<file path="src/rtl/lcd_800_480_timing_if.sv">
// rtl/lcd_800_480_timing_if.sv - LCD timing output bundle (rgb present only with LCD_TIMING_TEST_PATTERN_EN)
interface lcd_800_480_timing_if #(
  parameter int X_W = 10,
  parameter int Y_W = 10
);
  logic           pixel_en;
  logic           hsync;
  logic           vsync;
  logic           display_on;
  logic [X_W-1:0] x;
  logic [Y_W-1:0] y;
  logic           line_start;
  logic           frame_start;
`ifdef LCD_TIMING_TEST_PATTERN_EN
  logic [15:0]    rgb;

  modport master (
    input  pixel_en,
    output hsync, vsync, display_on, x, y, line_start, frame_start, rgb
  );
  modport slave (
    output pixel_en,
    input  hsync, vsync, display_on, x, y, line_start, frame_start, rgb
  );
`else
  modport master (
    input  pixel_en,
    output hsync, vsync, display_on, x, y, line_start, frame_start
  );
  modport slave (
    output pixel_en,
    input  hsync, vsync, display_on, x, y, line_start, frame_start
  );
`endif
endinterface

</file>
<file path="src/rtl/lcd_800_480_timing.sv">
// rtl/lcd_800_480_timing.sv - 800x480 LCD video timing generator; optional colour bars via LCD_TIMING_TEST_PATTERN_EN
module lcd_800_480_timing #(
  parameter int H_ACTIVE  = 800,
  parameter int H_FRONT   = 40,
  parameter int H_SYNC    = 48,
  parameter int H_BACK    = 40,
  parameter int V_ACTIVE  = 480,
  parameter int V_FRONT   = 13,
  parameter int V_SYNC    = 3,
  parameter int V_BACK    = 29,
  parameter int HSYNC_POL = 0,
  parameter int VSYNC_POL = 0,
  parameter int X_W       = 10,
  parameter int Y_W       = 10
) (
  input  logic                 clk,
  input  logic                 rst,
  lcd_800_480_timing_if.master bus
);
  localparam int H_TOTAL = H_ACTIVE + H_FRONT + H_SYNC + H_BACK;
  localparam int V_TOTAL = V_ACTIVE + V_FRONT + V_SYNC + V_BACK;

  // Last count of each phase; the phase FSMs step on these boundaries.
  localparam logic [X_W-1:0] H_ACT_END = X_W'(H_ACTIVE - 1);
  localparam logic [X_W-1:0] H_FP_END  = X_W'(H_ACTIVE + H_FRONT - 1);
  localparam logic [X_W-1:0] H_SY_END  = X_W'(H_ACTIVE + H_FRONT + H_SYNC - 1);
  localparam logic [X_W-1:0] H_LAST    = X_W'(H_TOTAL - 1);
  localparam logic [Y_W-1:0] V_ACT_END = Y_W'(V_ACTIVE - 1);
  localparam logic [Y_W-1:0] V_FP_END  = Y_W'(V_ACTIVE + V_FRONT - 1);
  localparam logic [Y_W-1:0] V_SY_END  = Y_W'(V_ACTIVE + V_FRONT + V_SYNC - 1);
  localparam logic [Y_W-1:0] V_LAST    = Y_W'(V_TOTAL - 1);

  localparam logic HS_ACT = (HSYNC_POL != 0);
  localparam logic VS_ACT = (VSYNC_POL != 0);

  typedef enum logic [1:0] {PH_ACTIVE, PH_FRONT, PH_SYNC, PH_BACK} phase_t;

  phase_t         h_phase_q, h_phase_d, v_phase_q, v_phase_d;
  logic [X_W-1:0] h_cnt_q, h_cnt_d;
  logic [Y_W-1:0] v_cnt_q, v_cnt_d;
  logic           h_wrap, v_wrap;

  logic           hsync_q, vsync_q, display_on_q, line_start_q, frame_start_q;
  logic [X_W-1:0] x_q;
  logic [Y_W-1:0] y_q;

  assign h_wrap = (h_cnt_q == H_LAST);
  assign v_wrap = (v_cnt_q == V_LAST);

  // Next counter values and phases; vertical side only moves on a line wrap.
  always_comb begin
    h_cnt_d   = h_cnt_q;
    v_cnt_d   = v_cnt_q;
    h_phase_d = h_phase_q;
    v_phase_d = v_phase_q;
    if (bus.pixel_en) begin
      h_cnt_d = h_wrap ? '0 : h_cnt_q + X_W'(1);
      case (h_phase_q)
        PH_ACTIVE: if (h_cnt_q == H_ACT_END) h_phase_d = PH_FRONT;
        PH_FRONT:  if (h_cnt_q == H_FP_END)  h_phase_d = PH_SYNC;
        PH_SYNC:   if (h_cnt_q == H_SY_END)  h_phase_d = PH_BACK;
        PH_BACK:   if (h_wrap)               h_phase_d = PH_ACTIVE;
      endcase
      if (h_wrap) begin
        v_cnt_d = v_wrap ? '0 : v_cnt_q + Y_W'(1);
        case (v_phase_q)
          PH_ACTIVE: if (v_cnt_q == V_ACT_END) v_phase_d = PH_FRONT;
          PH_FRONT:  if (v_cnt_q == V_FP_END)  v_phase_d = PH_SYNC;
          PH_SYNC:   if (v_cnt_q == V_SY_END)  v_phase_d = PH_BACK;
          PH_BACK:   if (v_wrap)               v_phase_d = PH_ACTIVE;
        endcase
      end
    end
  end

  // Counter and phase state registers.
  always_ff @(posedge clk or posedge rst) begin
    if (rst) begin
      h_cnt_q   <= '0;
      v_cnt_q   <= '0;
      h_phase_q <= PH_ACTIVE;
      v_phase_q <= PH_ACTIVE;
    end else begin
      h_cnt_q   <= h_cnt_d;
      v_cnt_q   <= v_cnt_d;
      h_phase_q <= h_phase_d;
      v_phase_q <= v_phase_d;
    end
  end

  // Outputs decode the pre-increment counters, so every output describes the same pixel.
  always_ff @(posedge clk or posedge rst) begin
    if (rst) begin
      hsync_q       <= ~HS_ACT;
      vsync_q       <= ~VS_ACT;
      display_on_q  <= 1'b0;
      line_start_q  <= 1'b0;
      frame_start_q <= 1'b0;
      x_q           <= '0;
      y_q           <= '0;
    end else if (bus.pixel_en) begin
      hsync_q       <= (h_phase_q == PH_SYNC) ? HS_ACT : ~HS_ACT;
      vsync_q       <= (v_phase_q == PH_SYNC) ? VS_ACT : ~VS_ACT;
      display_on_q  <= (h_phase_q == PH_ACTIVE) && (v_phase_q == PH_ACTIVE);
      line_start_q  <= (h_cnt_q == '0);
      frame_start_q <= (h_cnt_q == '0) && (v_cnt_q == '0);
      x_q           <= h_cnt_q;
      y_q           <= v_cnt_q;
    end
  end

  assign bus.hsync       = hsync_q;
  assign bus.vsync       = vsync_q;
  assign bus.display_on  = display_on_q;
  assign bus.line_start  = line_start_q;
  assign bus.frame_start = frame_start_q;
  assign bus.x           = x_q;
  assign bus.y           = y_q;

`ifdef LCD_TIMING_TEST_PATTERN_EN
  localparam int BAR_W = H_ACTIVE / 8;

  logic [2:0]  bar_idx;
  logic [15:0] bar_color;
  logic [15:0] rgb_q;

  // Pick one of eight equal-width bars from the current column.
  always_comb begin
    bar_idx = 3'd0;
    for (int i = 1; i < 8; i++) begin
      if (h_cnt_q >= X_W'(i * BAR_W)) bar_idx = 3'(i);
    end
    case (bar_idx)
      3'd0:    bar_color = 16'hFFFF;
      3'd1:    bar_color = 16'hFFE0;
      3'd2:    bar_color = 16'h07FF;
      3'd3:    bar_color = 16'h07E0;
      3'd4:    bar_color = 16'hF81F;
      3'd5:    bar_color = 16'hF800;
      3'd6:    bar_color = 16'h001F;
      default: bar_color = 16'h0000;
    endcase
  end

  // Colour register, blanked with the same qualifier as display_on.
  always_ff @(posedge clk or posedge rst) begin
    if (rst) begin
      rgb_q <= '0;
    end else if (bus.pixel_en) begin
      rgb_q <= ((h_phase_q == PH_ACTIVE) && (v_phase_q == PH_ACTIVE)) ? bar_color : 16'h0000;
    end
  end

  assign bus.rgb = rgb_q;
`endif
endmodule

</file>
<file path="src/flat_wrapper.sv">
// flat-port wrapper written by rule: the top's interface ports become plain ports
module lcd_800_480_timing_flat 
#(
  parameter int H_ACTIVE  = 800,
  parameter int H_FRONT   = 40,
  parameter int H_SYNC    = 48,
  parameter int H_BACK    = 40,
  parameter int V_ACTIVE  = 480,
  parameter int V_FRONT   = 13,
  parameter int V_SYNC    = 3,
  parameter int V_BACK    = 29,
  parameter int HSYNC_POL = 0,
  parameter int VSYNC_POL = 0,
  parameter int X_W       = 10,
  parameter int Y_W       = 10
)
  (clk, rst, bus_pixel_en, bus_hsync, bus_vsync, bus_display_on, bus_x, bus_y, bus_line_start, bus_frame_start);
  lcd_800_480_timing_if #(.X_W(X_W), .Y_W(Y_W)) bus_i ();
  input  logic clk;
  input  logic rst;
  input wire logic [$bits(bus_i.pixel_en)-1:0] bus_pixel_en;
  output wire logic [$bits(bus_i.hsync)-1:0] bus_hsync;
  output wire logic [$bits(bus_i.vsync)-1:0] bus_vsync;
  output wire logic [$bits(bus_i.display_on)-1:0] bus_display_on;
  output wire logic [$bits(bus_i.x)-1:0] bus_x;
  output wire logic [$bits(bus_i.y)-1:0] bus_y;
  output wire logic [$bits(bus_i.line_start)-1:0] bus_line_start;
  output wire logic [$bits(bus_i.frame_start)-1:0] bus_frame_start;
  assign bus_i.pixel_en = bus_pixel_en;
  assign bus_hsync = bus_i.hsync;
  assign bus_vsync = bus_i.vsync;
  assign bus_display_on = bus_i.display_on;
  assign bus_x = bus_i.x;
  assign bus_y = bus_i.y;
  assign bus_line_start = bus_i.line_start;
  assign bus_frame_start = bus_i.frame_start;
  lcd_800_480_timing #(.H_ACTIVE(H_ACTIVE), .H_FRONT(H_FRONT), .H_SYNC(H_SYNC), .H_BACK(H_BACK), .V_ACTIVE(V_ACTIVE), .V_FRONT(V_FRONT), .V_SYNC(V_SYNC), .V_BACK(V_BACK), .HSYNC_POL(HSYNC_POL), .VSYNC_POL(VSYNC_POL), .X_W(X_W), .Y_W(Y_W)) u_core (.clk(clk), .rst(rst), .bus(bus_i));
endmodule
</file>
<file path="config.mk">
export PLATFORM = sky130hd
export DESIGN_NAME = lcd_800_480_timing_flat
export DESIGN_NICKNAME = d
export VERILOG_FILES = /design/src/rtl/lcd_800_480_timing_if.sv /design/src/rtl/lcd_800_480_timing.sv /design/src/flat_wrapper.sv
export SDC_FILE = /design/constraint.sdc
export NUM_CORES = 1
export LEC_CHECK = 0
export BUFFER_PORTS_ARGS = -buffer_cell sky130_fd_sc_hd__buf_2
export CORE_AREA = 2 2 67 69
export DETAILED_ROUTE_END_ITERATION = 10
export DIE_AREA = 0 0 69 71
export GPL_TIMING_DRIVEN = 0
export PLACE_DENSITY = 0.82
export SLEW_MARGIN = 20
export SYNTH_ARGS = -nofsm -noshare
export SYNTH_HDL_FRONTEND = slang
export SYNTH_SLANG_ARGS = --single-unit
</file>
<file path="constraint.sdc">
create_clock -name clk -period 5.3 [get_ports clk]
set_clock_uncertainty 0.05 [all_clocks]
set_input_delay 0.53 -clock clk [delete_from_list [all_inputs] [get_ports clk]]
set_output_delay 0.53 -clock clk [all_outputs]
set_load 0.05 [all_outputs]
</file>
Word-level counts from Yosys, hierarchy flattened

Cells that the tools add are included.

$add $sub $neg: 2
Eq/ne operators: 22
Mux-type cells: 14
Reduce and logical (&&, ||, !) cells: 9

Operators with widths:

| operator              | number |
|---|---|
| $eq 10x10->1 const B  | 5 |
| $eq 10x9->1 const B   | 3 |
| $add 10x1->10 const B | 2 |
| $logic_not 10->1      | 2 |
| $mux 10               | 2 |
| $mux 2                | 8 |
| $ne 2x1->1 const B    | 8 |
| $pmux 2 s4            | 2 |
| $eq 2x2->1 const B    | 4 |
| $reduce_and 6->1      | 1 |
| $reduce_and 5->1      | 1 |
| $eq 2x1->1 const B    | 2 |
| $logic_not 2->1       | 2 |
| $logic_and 1x1->1     | 2 |
| $mux 1                | 2 |
| $reduce_and 2->1      | 1 |

Bits in registers: 49
Input bits: 3
Word-level logic and storage cells: 58

Longest topological paths before layout

Gate-level depths: netlist of run 1.

Depth after elaboration: 3
Depth in mapped cells: 8
Gate-level depth less buffers: 7

Worst setup path before layout of run 1

OpenSTA, ideal clock, no wires.

Path kind: register to register
From: register u_core.v_cnt_q[4]
To: register u_core.v_phase_q[1]
Library setup time: 128 ps
Arrival: 1,691 ps
Required time: 5,122 ps
Slack: 3,431 ps
Stages on the path, launching flop included: 8
Path buffers: 2
Cell sequence: dfrtp_1 -> buf_6 -> nor4_1 -> and3_1 -> buf_4 -> o2111ai_1 -> nor2_2 -> mux2_1

Longest elaborated chain between the ends: 3
Elaborated cells on any way between the ends: 9
Classes of those cells: 8 x eq/ne; 1 x reduce/logical

Ends and longest elaborated chain:

| what                                | RTL line                 | text |
|---|---|---|
| start, declared                     | lcd_800_480_timing.sv:40 | `logic [Y_W-1:0] v_cnt_q, v_cnt_d;` |
| start signal, assigned              | lcd_800_480_timing.sv:85 | `v_cnt_q <= v_cnt_d;` |
| $eq 10x9->1 (tied with other cells) | lcd_800_480_timing.sv:69 | `PH_SYNC: if (v_cnt_q == V_SY_END) v_phase_d = PH_BACK;` |
| $ne 2x1->1 (no source line)         | --                       |  |
| $reduce_and 6->1 (no source line) * | --                       |  |
| end signal, assigned                | lcd_800_480_timing.sv:87 | `v_phase_q <= v_phase_d;` |
| end, declared                       | lcd_800_480_timing.sv:38 | `phase_t h_phase_q, h_phase_d, v_phase_q, v_phase_d;` |

Every way passes the cells marked *; elsewhere a longest branch is shown, timed or not.
A chain may end at the register's enable or synchronous reset.

Final worst setup path of run 1

Same ends and word-level chain as after synthesis.

==> results.rst, run 1 <==
.. list-table::
   :header-rows: 1

   * - Metric
     - Value
   * - Outcome
     - completed
   * - Area share of xor/xnor cells in the synthesized design
     - 2.73%
   * - Crit-path max cell delay
     - 0.38 ns
   * - Number of warnings reported in the yosys synthesis log
     - 0
   * - Slew Limit Fails
     - 0
   * - FP Rows
     - 24
   * - Latest clock arrival within the worst-skew pair
     - 0.29 ns
   * - Post-cts repair resize count
     - 0
   * - CTS max path bufs
     - 2
   * - Post-detailed-route via-to-cell ratio
     - roughly 5.7
   * - Leakage power of the design
     - ~1.3 nW
   * - Worst voltage drop across the vdd grid
     - 0.000203 V
   * - X dimension of the die
     - 69 um
   * - Via count of the first global-routing pass
     - 1,878
   * - All-Layer GR Usage
     - 22.0%
   * - Number of vias in the routed layout
     - 1,825
   * - Post-synthesis instance total
     - 235
   * - Maxcap violations
     - 0
   * - Pre-CTS setup slack
     - between 3 and 4 ns
   * - Global placement routability congestion
     - between 0.8 and 0.9
   * - Number of clock sinks seen by CTS
     - 49
   * - Total Nets Final
     - roughly 290
   * - Antenna violations before repair
     - 0
   * - Remaining max-slew budget at the tightest pin
     - between 50% and 60%
   * - Beginning of the worst register-to-register path
     - u_core.v_cnt_q[4]$_DFFE_PP0P_
   * - Layout cell share with drive strength beyond 1
     - 27.1%
   * - Worst endpoint data arrival time
     - between 2 and 2.5 ns
   * - TritonCTS clock tree
     - yes
   * - Commonest register cell after synthesis
     - sky130_fd_sc_hd__dfrtp_1
   * - Diode count
     - 0
   * - Number of setup buffers added after CTS
     - 0
   * - Routed wire length on met3
     - about 230 um
   * - Number of top-level pins
     - 28
   * - Starting utilization of the core area
     - 59.9%
   * - Clk pin slew, worst setup/hold paths
     - 0.08 ns
   * - Syn-to-layout area delta
     - 12.0%
   * - Unrepaired setup endpoints after global routing
     - false
   * - Worst setup SP type
     - flip-flop
   * - Critical path endpoint category
     - flip-flop
   * - PnR worst setup slack
     - 3.23 ns
   * - Area of the placeable core
     - 0.00420 mm^2
   * - Post-cts hold buffer count
     - 0
   * - Total iterations of the first detailed-routing run
     - 5
   * - Total of buffers placed on input and output ports
     - 26
   * - Post-synthesis instance area
     - 0.00252 mm^2
   * - TritonCTS Buffers
     - 5
   * - Area fraction of the dominant cell type after synthesis
     - 46.7%
   * - Endpoint of the worst-slack reg-to-reg timing path
     - u_core.v_phase_q[1]$_DFFE_PP0P_
   * - Ranking of synthesized cells by area
     - sky130_fd_sc_hd__dfrtp_1 (47%), sky130_fd_sc_hd__mux2_2 (8.5%), sky130_fd_sc_hd__ha_1 (6.5%)
   * - Kind of path behind the tightest hold check
     - input pin to async pin
   * - Achievable frequency
     - 483 MHz
   * - Die height
     - approximately 70 um
   * - Worst Path Buf+Inv
     - 2
   * - Time the worst path needs with I/O delays and setup
     - 2.07 ns
   * - Total stage count of the critical path
     - 7
   * - Global route total overflow
     - 0
   * - Number of cell instances on the worst register-to-register path
     - 7
   * - Count of H-tree levels built during CTS
     - 2
   * - DP Cell Count
     - ~310
   * - Placement Cell Area
     - 0.00274 mm^2
   * - Startpoint of the most critical setup path
     - u_core.v_cnt_q[4]$_DFFE_PP0P_
   * - Count of cell types in the netlist
     - 46
   * - Die Outline Area
     - 0.00490 mm^2
   * - Flop and latch count out of synthesis
     - 49
   * - Worst Path Required
     - roughly 5.4 ns
   * - Syn Nets
     - 251
   * - Drt initial violations
     - 101
   * - Sequential area share after synthesis
     - 48.8%
   * - Detailed placer's ending HPWL
     - 3520 um
   * - Buffer type at the clock tree root
     - sky130_fd_sc_hd__clkbuf_8
   * - Worst-path cell chain
     - buf_6, nor4_1, and3_1, buf_4, o2111ai_1, nor2_2, mux2_1
   * - Delay-heaviest family, CP
     - simple AND/OR/NAND/NOR gates
   * - Post-detailed-route count of antenna-violating nets
     - 0
   * - Synth area leader
     - sky130_fd_sc_hd__dfrtp_1
   * - Basic-gate share of the synthesized area counting and, or, nand and nor cells
     - 17.4%
   * - Final cell area excluding filler cells
     - ~0.0028 mm^2
   * - Transition time at the pin with the least slew margin
     - 0.618 ns
   * - Share of the cycle needed by the critical path after routing
     - 39.1%
   * - Metal1 wirelength
     - 2250 um
   * - Post-Synthesis Mean Instance Area
     - 10.7 um^2
   * - Critical path start-end classification
     - flip-flop to flip-flop
   * - Metal2 WL
     - between 2000 and 2500 um
   * - WL/cell
     - 14.9 um
   * - Worst R2R Setup Slack
     - 3.23 ns
   * - Pin count of the biggest net entering global routing
     - 35
   * - Aggregate negative setup slack
     - 0 ns
   * - Compound-Gate Fraction of Synth Area
     - 8.04%
   * - Final Routed Wirelength
     - approximately 4800 um
   * - Post-synthesis mux area share
     - 10.6%
   * - First-pass GRT wire length
     - ~8600 um
   * - Main combinational cell family by area after synthesis
     - simple AND/OR/NAND/NOR gates
   * - Hold Vio Cnt, Final
     - 0
   * - Highest metal layer with signal wires
     - met4
   * - Final setup vio count
     - 0
   * - Adder-cell area share of the yosys netlist
     - 6.45%
   * - Standard cell with the maximum stage delay on the critical path
     - sky130_fd_sc_hd__dfrtp_1
   * - Total Power Consumption
     - around 890 uW
   * - DR DRC count
     - 0
   * - Number of standard cells in the final layout excluding fillers
     - 321
   * - Maximum fanout along the worst path
     - 10
   * - Pwr/cell area
     - 315 mW/mm^2
   * - Asr flop ratio synth
     - 100%
   * - CP endpoint
     - u_core.v_phase_q[1]$_DFFE_PP0P_
   * - Number of enable-type register cells in the synthesized netlist
     - 0
==> cell usage in the layout, fill, tap and decap left out, types with 2 or more instances in the layout <==
cell type / Yosys / routed
sky130_fd_sc_hd__dfstp_2: 2 / 2
sky130_fd_sc_hd__xnor2_1: 3 / 3
sky130_fd_sc_hd__ha_1: 13 / 13
sky130_fd_sc_hd__buf_4: 5 / 5
sky130_fd_sc_hd__or3_1: 3 / 3
sky130_fd_sc_hd__mux2_2: 19 / 19
sky130_fd_sc_hd__nand2_1: 20 / 20
sky130_fd_sc_hd__nand3b_1: 2 / 2
sky130_fd_sc_hd__nand3_1: 13 / 13
sky130_fd_sc_hd__a21oi_1: 4 / 4
sky130_fd_sc_hd__mux2i_1: 3 / 3
sky130_fd_sc_hd__nor4_1: 3 / 3
sky130_fd_sc_hd__buf_6: 3 / 3
sky130_fd_sc_hd__and3_1: 3 / 3
sky130_fd_sc_hd__mux2_1: 2 / 2
sky130_fd_sc_hd__dfrtp_1: 47 / 47
sky130_fd_sc_hd__nand4_1: 4 / 4
sky130_fd_sc_hd__xor2_1: 3 / 3
sky130_fd_sc_hd__o21ai_0: 15 / 15
sky130_fd_sc_hd__nand4b_1: 3 / 3
sky130_fd_sc_hd__o41ai_1: 3 / 3
sky130_fd_sc_hd__inv_1: 16 / 15
sky130_fd_sc_hd__nor3_1: 3 / 3
sky130_fd_sc_hd__buf_2: 1 / 27
sky130_fd_sc_hd__clkbuf_1: 3 / 4
sky130_fd_sc_hd__nor2_1: 15 / 15
sky130_fd_sc_hd__clkbuf_8: 0 / 6
sky130_fd_sc_hd__o31ai_1: 4 / 4
sky130_fd_sc_hd__nor2b_1: 2 / 2
sky130_fd_sc_hd__inv_2: 1 / 2
==> final cells by class <==
type                            instances  area [um^2]
Clock buffer                            7         86.3
Timing Repair Buffer                   27          150
Inverter                               17         63.8
Buffer                                 12         87.6
Fill cell                             345         1380
Multi-Input combinational cell        157         1140
Tap cell                               52         65.1
Sequential cell                        49         1230
==> Yosys cell counts, drive strengths merged (3+ instances only) <==
cell type  number
o21ai          15
ha             13
nor2           16
nor4            4
dfrtp          47
nand3          14
and3            4
mux2           21
xnor2           4
nand4           4
buf             9
a21oi           4
nor3            3
nand2          21
inv            17
o41ai           3
clkbuf          3
mux2i           3
xor2            3
nand4b          3
o31ai           4
or3             4
==> cell families (layout without fill, tap and decap cells) <==
family                   count (synthesis)  in the layout
multiplexers                            24             24
buffers and inverters                   29             63
AND/OR/NAND/NOR                         81             81
AO/OA/AOI/OAI                           32             32
XOR/XNOR                                 7              7
flip-flops                              49             49
adder cells (fa/ha/maj)                 13             13
==> layer usage <==
metal  vias up  global-route usage, %
met2        52                   34.4
met3         5                   5.56
met1       887                   29.6
li1        881                      -
met5         -                      0
met4         0                   8.71
==> worst min path at each step <==
stage | start | end | slack, ns | cells after the start
floorplan | u_core.v_phase_q[1]$_DFFE_PP0P_ | u_core.v_phase_q[1]$_DFFE_PP0P_ | 0.46 | 1
global placement | u_core.bus.vsync$_DFFE_PP1P_ | u_core.bus.vsync$_DFFE_PP1P_ | 0.43 | 2
detailed placement | u_core.bus.frame_start$_DFFE_PP0P_ | u_core.bus.frame_start$_DFFE_PP0P_ | 0.44 | 1
CTS | rst | u_core.bus.x[0]$_DFFE_PP0P_ | 0.15 | 2
global route | rst | u_core.bus.x[0]$_DFFE_PP0P_ | 0.16 | 2
finish | rst | u_core.bus.x[0]$_DFFE_PP0P_ | 0.14 | 2
==> power breakdown <==
group	internal, mW	switching [mW]
clock network	0.104	0.112
registers	0.415	0.0340
logic	0.0709	0.153
total	0.590	0.299
==> stage by stage <==
stage          util [%]  hold WS [ns]
6_report           67.1         0.144
5_1_grt            67.1         0.163
4_1_cts            67.1         0.155
3_5_place_dp       65.1         0.438
3_3_place_gp       64.6         0.429
2_1_floorplan         -         0.462
==> registers in the layout, indices dropped and copies added, names as in the netlist <==
| name | count |
|---|---|
| u_core.bus.frame_start | 1 |
| u_core.bus.line_start | 1 |
| u_core.bus.x | 10 |
| u_core.h_cnt_q | 10 |
| u_core.bus.hsync | 1 |
| u_core.bus.vsync | 1 |
| u_core.bus.display_on | 1 |
| u_core.v_phase_q | 2 |
| u_core.h_phase_q | 2 |
| u_core.v_cnt_q | 10 |
| u_core.bus.y | 10 |
Note: power is estimated with default switching activity, not from simulation.
==> run 2: changes to the inputs <==
Settings changed: CORE_AREA 2 2 67 69 to 2 2 69 71, DIE_AREA 0 0 69 71 to 0 0 71 73, PLACE_DENSITY 0.82 to 0.78.
Clock period 5.3 ns to 2.1 ns, I/O delays scaled along.
==> results.rst, run 2 (synthesis results as in run 1) <==
.. list-table::
   :header-rows: 1

   * - Metric
     - Value
   * - Final Routed Wirelength
     - 4910 um (was 4790 um)
   * - Net switching fraction of the power
     - 34.0% (was 33.7%)
   * - DR DRC count
     - 0 (unchanged)
   * - Worst setup SP type
     - flip-flop (unchanged)
   * - Antenna violations before repair
     - 0 (unchanged)
   * - Most common cell after layout, fill and taps aside
     - sky130_fd_sc_hd__dfrtp_1 (unchanged)
   * - Total Nets Final
     - 292 (was 285)
   * - Number of clock sinks seen by CTS
     - 49 (unchanged)
   * - Latest clock arrival within the worst-skew pair
     - 0.30 ns (was 0.29 ns)
   * - Detailed placer's ending HPWL
     - 3420 um (was 3520 um)
   * - Minimum hold slack
     - 0.185 ns (was 0.144 ns)
   * - Worst R2R Setup Slack
     - 0.03 ns (was 3.23 ns)
   * - Syn-to-layout area delta
     - 15.6% (was 12.0%)
   * - Starting utilization of the core area
     - 55.6% (was 59.9%)
   * - Global route total overflow
     - 0 (unchanged)
   * - X dimension of the die
     - 71 um (was 69 um)
   * - Metal2 WL
     - 2270 um (was 2240 um)
   * - First-pass GRT wire length
     - 7990 um (was 8630 um)
   * - Routed wire length on met3
     - 232 um (was 229 um)
   * - Number of top-level pins
     - 28 (unchanged)
   * - Worst voltage drop across the vdd grid
     - 0.000373 V (was 0.000203 V)
   * - Pin count of the biggest net entering global routing
     - 35 (unchanged)
   * - Highest metal layer with signal wires
     - met4 (unchanged)
   * - Critical path start-end classification
     - flip-flop to flip-flop (unchanged)
   * - Post-detailed-route via-to-cell ratio
     - 5.66 (was 5.69)
   * - Die height
     - 73 um (was 71 um)
   * - Total of buffers placed on input and output ports
     - 26 (unchanged)
   * - Layout cell share with drive strength beyond 1
     - 31.4% (was 27.1%)
   * - Count of H-tree levels built during CTS
     - 2 (unchanged)
   * - Drt initial violations
     - 157 (was 101)
   * - Outcome
     - completed (unchanged)
   * - Via count of the first global-routing pass
     - 1,727 (was 1,878)
   * - Leakage power of the design
     - 1.33 nW (was 1.31 nW)
   * - Internal Power
     - 1.48 mW (was 590 uW)
   * - Critical path endpoint category
     - flip-flop (unchanged)
   * - Pwr/cell area
     - 770 mW/mm^2 (was 315 mW/mm^2)
   * - Sequential Power Share
     - 51.3% (was 50.5%)
   * - Worst Path Required
     - 2.24 ns (was 5.43 ns)
   * - Unrepaired setup endpoints after global routing
     - true (was false)
   * - Total Power Consumption
     - 2.24 mW (was 889 uW)
   * - WL/cell
     - 14.8 um (was 14.9 um)
   * - Kind of path behind the tightest hold check
     - input pin to flip-flop (was input pin to async pin)
   * - FP Rows
     - 25 (was 24)
   * - Top library cells by usage in the layout, fill and taps aside
     - sky130_fd_sc_hd__dfrtp_1 (41), sky130_fd_sc_hd__buf_2 (28), sky130_fd_sc_hd__nand2_1 (20) (was sky130_fd_sc_hd__dfrtp_1 (47), sky130_fd_sc_hd__buf_2 (27), sky130_fd_sc_hd__nand2_1 (20))
   * - Hold Vio Cnt, Final
     - 0 (unchanged)
   * - Fillcell total
     - 370 (was 345)
   * - Maximum fanout along the worst path
     - 5 (was 10)
   * - Die Outline Area
     - 0.00518 mm^2 (was 0.00490 mm^2)
   * - CTS max path bufs
     - 2 (unchanged)
   * - Area of the placeable core
     - 0.00454 mm^2 (was 0.00420 mm^2)
   * - Total iterations of the first detailed-routing run
     - 4 (was 5)
   * - Metal1 wirelength
     - 2330 um (was 2250 um)
   * - Global placement routability congestion
     - 0.842 (was 0.839)
   * - TritonCTS clock tree
     - yes (unchanged)
   * - Buffer type at the clock tree root
     - sky130_fd_sc_hd__clkbuf_8 (unchanged)
   * - Clk pin slew, worst setup/hold paths
     - 0.08 ns (about the same)
   * - Sw Pwr
     - 763 uW (was 299 uW)
   * - Share of the cycle needed by the critical path after routing
     - 98.5% (was 39.1%)
   * - Maxcap violations
     - 0 (unchanged)
   * - Achievable frequency
     - 483 MHz (about the same)
   * - Diode count
     - 0 (unchanged)
   * - Transition time at the pin with the least slew margin
     - 0.583 ns (was 0.618 ns)
   * - Final setup vio count
     - 0 (unchanged)
   * - Part of the total power dissipated in combinational logic
     - 25.0% (was 25.2%)
   * - Time the worst path needs with I/O delays and setup
     - 2.07 ns (about the same)
   * - Post-detailed-route count of antenna-violating nets
     - 0 (unchanged)
   * - All-Layer GR Usage
     - 19.8% (was 22.0%)
   * - Number of vias in the routed layout
     - 1,873 (was 1,825)
   * - Aggregate negative setup slack
     - 0 ns (unchanged)
   * - Clock Power Share
     - 23.7% (was 24.3%)
   * - Worst endpoint data arrival time
     - 2.21 ns (was 2.20 ns)
   * - Slew Limit Fails
     - 0 (unchanged)
   * - Remaining max-slew budget at the tightest pin
     - 61.1% (was 58.8%)
   * - TritonCTS Buffers
     - 5 (unchanged)
[run 2: cell types whose count changed in the layout (fill, tap and decap cells not counted), moves of 2 or more]
cell,change
sky130_fd_sc_hd__buf_4,+5
sky130_fd_sc_hd__clkbuf_1,+2
sky130_fd_sc_hd__dfrtp_1,-6
sky130_fd_sc_hd__dfrtp_2,+6
[run 2: area by class of cell]
cell class | count | area [um^2] | area share, %
flip-flops and latches | 49 | 1240 | 42.4
well taps | 54 | 67.6 | 2.32
inverters | 17 | 63.8 | 2.19
clock buffers | 8 | 80.1 | 2.75
repair buffers | 35 | 210 | 7.22
multi-input cells | 157 | 1170 | 40.3
plain buffers | 11 | 80.1 | 2.75
[run 2: power groups by stage]
stage | Clock, mW | Sequential, mW | Combinational (mW)
after floorplan | 0 | 1.33 | 0.246
after global placement | 0 | 1.14 | 0.548
after detailed placement | 0 | 1.15 | 0.558
after CTS | 0.548 | 1.13 | 0.560
after global routing | 0.586 | 1.17 | 0.607
final | 0.531 | 1.15 | 0.561
[run 2: timing repair]
| action | 4_1_cts | 5_1_grt |
|---|---|---|
| hold endpoints to repair | 15 | 0 |
| buffers inserted | 0 | 6 |
| cloned | 0 | 1 |
| endpoints found under the setup margin | 1 | 4 |
| hold buffers | 1 | 0 |
| gates resized for setup | 1 | 11 |
| pin swaps | 0 | 4 |
[run 2: critical path: stages, from the launching register on]
cell and delay, ns:
sky130_fd_sc_hd__dfrtp_2 0.42, sky130_fd_sc_hd__ha_4 0.15, sky130_fd_sc_hd__nand4b_1 0.15, sky130_fd_sc_hd__nor4_4 0.44, sky130_fd_sc_hd__nand2_2 0.13, sky130_fd_sc_hd__buf_6 0.16
sky130_fd_sc_hd__or3_4 0.33, sky130_fd_sc_hd__xnor2_2 0.13
[run 2: path summary, 6_finish.rpt]
path,cells after the start,endpoint,start
max in group asynchronous,4,u_core.bus.hsync$_DFFE_PP1P_,rst
setup / recovery,7,u_core.v_cnt_q[6]$_DFFE_PP0P_,u_core.h_cnt_q[1]$_DFFE_PP0P_
setup reg to reg,7,u_core.v_cnt_q[6]$_DFFE_PP0P_,u_core.h_cnt_q[1]$_DFFE_PP0P_
hold reg to reg,2,u_core.bus.vsync$_DFFE_PP1P_,u_core.bus.vsync$_DFFE_PP1P_
hold / removal,3,u_core.bus.x[2]$_DFFE_PP0P_,bus_pixel_en
min in group asynchronous,3,u_core.v_cnt_q[8]$_DFFE_PP0P_,rst
[run 2: metal layers]
| metal | GRT usage [%] | vias up |
|---|---|---|
| li1 | - | 905 |
| met1 | 27.8 | 919 |
| met2 | 30.4 | 43 |
| met3 | 4.28 | 6 |
| met4 | 7.34 | 0 |
| met5 | 0 | - |
[run 2: stage by stage]
stage	cells	setup WS, ns	cell area, um^2	utilization (%)
after floorplan	235	0.231	2520	-
after global placement	315	0.107	2720	59.9
after detailed placement	316	0.0187	2740	60.4
after CTS	325	0.0681	2830	62.5
after global routing	331	-0.0344	2910	64.2
final	331	0.0317	2910	64.2
==> run 3: changes to the inputs <==
Settings changed: CORE_AREA 2 2 69 71 to 2 2 83 85, DIE_AREA 0 0 71 73 to 0 0 85 87, PLACE_DENSITY 0.78 to 0.57.
==> results.rst, run 3 (synthesis results as in run 1) <==
.. list-table::
   :header-rows: 1

   * - Metric
     - Value
   * - Total Power Consumption
     - 2.25 mW (was 2.24 mW)
   * - Post-detailed-route via-to-cell ratio
     - 5.20 (was 5.66)
   * - Final setup vio count
     - 0 (unchanged)
   * - Standard cell with the maximum stage delay on the critical path
     - sky130_fd_sc_hd__dfrtp_1 (was sky130_fd_sc_hd__nor4_4)
   * - Share of the cycle needed by the critical path after routing
     - 99.8% (was 98.5%)
   * - Area of the placeable core
     - 0.00657 mm^2 (was 0.00454 mm^2)
   * - Pwr/cell area
     - 765 mW/mm^2 (was 770 mW/mm^2)
   * - End of the worst hold path
     - u_core.bus.x[2]$_DFFE_PP0P_ (unchanged)
   * - Achievable frequency
     - 477 MHz (was 483 MHz)
   * - Detailed placer's ending HPWL
     - 3600 um (was 3420 um)
   * - Total of buffers placed on input and output ports
     - 26 (unchanged)
   * - Total Nets Final
     - 291 (was 292)
   * - Final Routed Wirelength
     - 5070 um (was 4910 um)
   * - Global route total overflow
     - 0 (unchanged)
   * - Die Outline Area
     - 0.00740 mm^2 (was 0.00518 mm^2)
   * - Slew Limit Fails
     - 0 (unchanged)
   * - Number of top-level pins
     - 28 (unchanged)
   * - Most common cell after layout, fill and taps aside
     - sky130_fd_sc_hd__dfrtp_1 (unchanged)
   * - Syn-to-layout area delta
     - 16.5% (was 15.6%)
   * - X dimension of the die
     - 85 um (was 71 um)
   * - Buffer type at the clock tree root
     - sky130_fd_sc_hd__clkbuf_8 (unchanged)
   * - Worst R2R Setup Slack
     - 0.005 ns (was 0.03 ns)
   * - WL/cell
     - 14.2 um (was 14.8 um)
   * - Number of clock sinks seen by CTS
     - 49 (unchanged)
   * - Total iterations of the first detailed-routing run
     - 4 (unchanged)
   * - CTS max path bufs
     - 2 (unchanged)
   * - Top library cells by usage in the layout, fill and taps aside
     - sky130_fd_sc_hd__dfrtp_1 (43), sky130_fd_sc_hd__buf_2 (27), sky130_fd_sc_hd__nand2_1 (20) (was sky130_fd_sc_hd__dfrtp_1 (41), sky130_fd_sc_hd__buf_2 (28), sky130_fd_sc_hd__nand2_1 (20))
   * - Antenna violations before repair
     - 0 (unchanged)
   * - Minimum hold slack
     - 0.194 ns (was 0.185 ns)
   * - FP Rows
     - 30 (was 25)
   * - Number of cell instances on the worst register-to-register path
     - 5 (was 7)
   * - Diode count
     - 0 (unchanged)
   * - Worst Hold Depth
     - 3 (unchanged)
   * - Worst setup SP type
     - flip-flop (unchanged)
   * - Worst voltage drop across the vdd grid
     - 0.000739 V (was 0.000373 V)
   * - Clk pin slew, worst setup/hold paths
     - 0.08 ns (about the same)
   * - TritonCTS clock tree
     - yes (unchanged)
   * - Maxcap violations
     - 0 (unchanged)
   * - Critical path endpoint category
     - flip-flop (unchanged)
   * - Via count of the first global-routing pass
     - 1,749 (was 1,727)
   * - Global placement routability congestion
     - 0.836 (was 0.842)
   * - Hold Vio Cnt, Final
     - 0 (unchanged)
   * - Kind of path behind the tightest hold check
     - input pin to flip-flop (unchanged)
   * - Worst endpoint data arrival time
     - 2.22 ns (was 2.21 ns)
   * - Endpoint of the worst-slack reg-to-reg timing path
     - u_core.v_phase_q[1]$_DFFE_PP0P_ (was u_core.v_cnt_q[6]$_DFFE_PP0P_)
   * - Startpoint of the most critical setup path
     - u_core.v_cnt_q[6]$_DFFE_PP0P_ (was u_core.h_cnt_q[1]$_DFFE_PP0P_)
   * - Critical path start-end classification
     - flip-flop to flip-flop (unchanged)
   * - Layout cell share with drive strength beyond 1
     - 30.8% (was 31.4%)
   * - Remaining max-slew budget at the tightest pin
     - 59.8% (was 61.1%)
   * - All-Layer GR Usage
     - 14.5% (was 19.8%)
   * - Worst Path Required
     - 2.23 ns (was 2.24 ns)
   * - Die height
     - 87 um (was 73 um)
   * - Post-detailed-route count of antenna-violating nets
     - 0 (unchanged)
   * - Leakage power of the design
     - 1.34 nW (was 1.33 nW)
   * - Fillcell total
     - 610 (was 370)
   * - Count of H-tree levels built during CTS
     - 2 (unchanged)
   * - Maximum fanout along the worst path
     - 6 (was 5)
   * - Pin count of the biggest net entering global routing
     - 32 (was 35)
   * - Crit-path max cell delay
     - 0.52 ns (was 0.44 ns)
   * - First-pass GRT wire length
     - 8540 um (was 7990 um)
   * - Latest clock arrival within the worst-skew pair
     - 0.29 ns (was 0.30 ns)
   * - Starting utilization of the core area
     - 38.4% (was 55.6%)
   * - DR DRC count
     - 0 (unchanged)
   * - Beginning of the worst register-to-register path
     - u_core.v_cnt_q[6]$_DFFE_PP0P_ (was u_core.h_cnt_q[1]$_DFFE_PP0P_)
   * - Worst-path cell chain
     - nand4_1, o41ai_1, o2111ai_1, nor2_4, mux2_4 (was ha_4, nand4b_1, nor4_4, nand2_2, buf_6, or3_4, xnor2_2)
   * - Transition time at the pin with the least slew margin
     - 0.603 ns (was 0.583 ns)
   * - Final cell utilization of the core
     - 44.7% (was 64.2%)
   * - Time the worst path needs with I/O delays and setup
     - 2.10 ns (was 2.07 ns)
   * - Number of vias in the routed layout
     - 1,852 (was 1,873)
   * - TritonCTS Buffers
     - 5 (unchanged)
   * - HP Start
     - bus_pixel_en (unchanged)
   * - Drt initial violations
     - 72 (was 157)
   * - Outcome
     - completed (unchanged)
## run 3: final cells by class
type                       instances  area [um^2]  area share [%]
sequential                        49         1230            42.0
multi-input combinational        157         1170            39.8
clock buffer                       7         76.3            2.60
timing repair buffer              33          198            6.73
tap                               80          100            3.41
inverter                          17         63.8            2.17
clock inverter                     1         5.00           0.170
buffer                            12         91.3            3.11
## run 3: worst max-delay path, delay by kind of cell (launching register included)
| family | cells | cell delay [ns] |
|---|---|---|
| muxes | 1 | 0.31 |
| AOI/OAI and AO/OA | 2 | 0.68 |
| DFF | 1 | 0.52 |
| and+or+nand+nor | 2 | 0.42 |
## run 3: stage by stage
step	setup slack (ns)	TNS [ns]	cells	cell area, um^2
after floorplan	0.231	0	235	2520
after global placement	-0.00870	-0.252	341	2750
after detailed placement	0.0404	0	342	2770
after CTS	0.0163	0	351	2860
after global routing	-0.0860	-0.0911	356	2940
final	0.00488	0	356	2940
## run 3: report_power, final
part | total (mW) | switching [mW] | internal [mW]
Clock | 0.526 | 0.292 | 0.234
Sequential | 1.14 | 0.0891 | 1.05
Combinational | 0.581 | 0.389 | 0.192
Total | 2.25 | 0.770 | 1.48
## run 3: worst max-delay path by stage
stage	endpoint	cells past startpoint
6_report	u_core.v_phase_q[1]$_DFFE_PP0P_	5
5_1_grt	u_core.v_phase_q[1]$_DFFE_PP0P_	5
4_1_cts	u_core.v_phase_q[1]$_DFFE_PP0P_	7
3_5_place_dp	u_core.v_phase_q[1]$_DFFE_PP0P_	7
3_3_place_gp	u_core.bus.y[9]$_DFFE_PP0P_	2
2_1_floorplan	u_core.v_phase_q[1]$_DFFE_PP0P_	7
## run 3: timing repair
item / CTS / global route
buffers inserted: 0 / 5
setup endpoints to repair: 0 / 4
hold buffers: 1 / 0
hold endpoints to repair: 17 / 0
resized for setup: 0 / 10
## run 3: layer usage
layer	vias to the layer above	share of wire [%]	routed length, um	GRT usage [%]
met5	-	0	0	0
li1	899	-	-	-
met2	38	49	2470	24.1
met4	0	1.4	72	5.92
met1	905	46	2340	18.5
met3	10	3.6	184	2.94
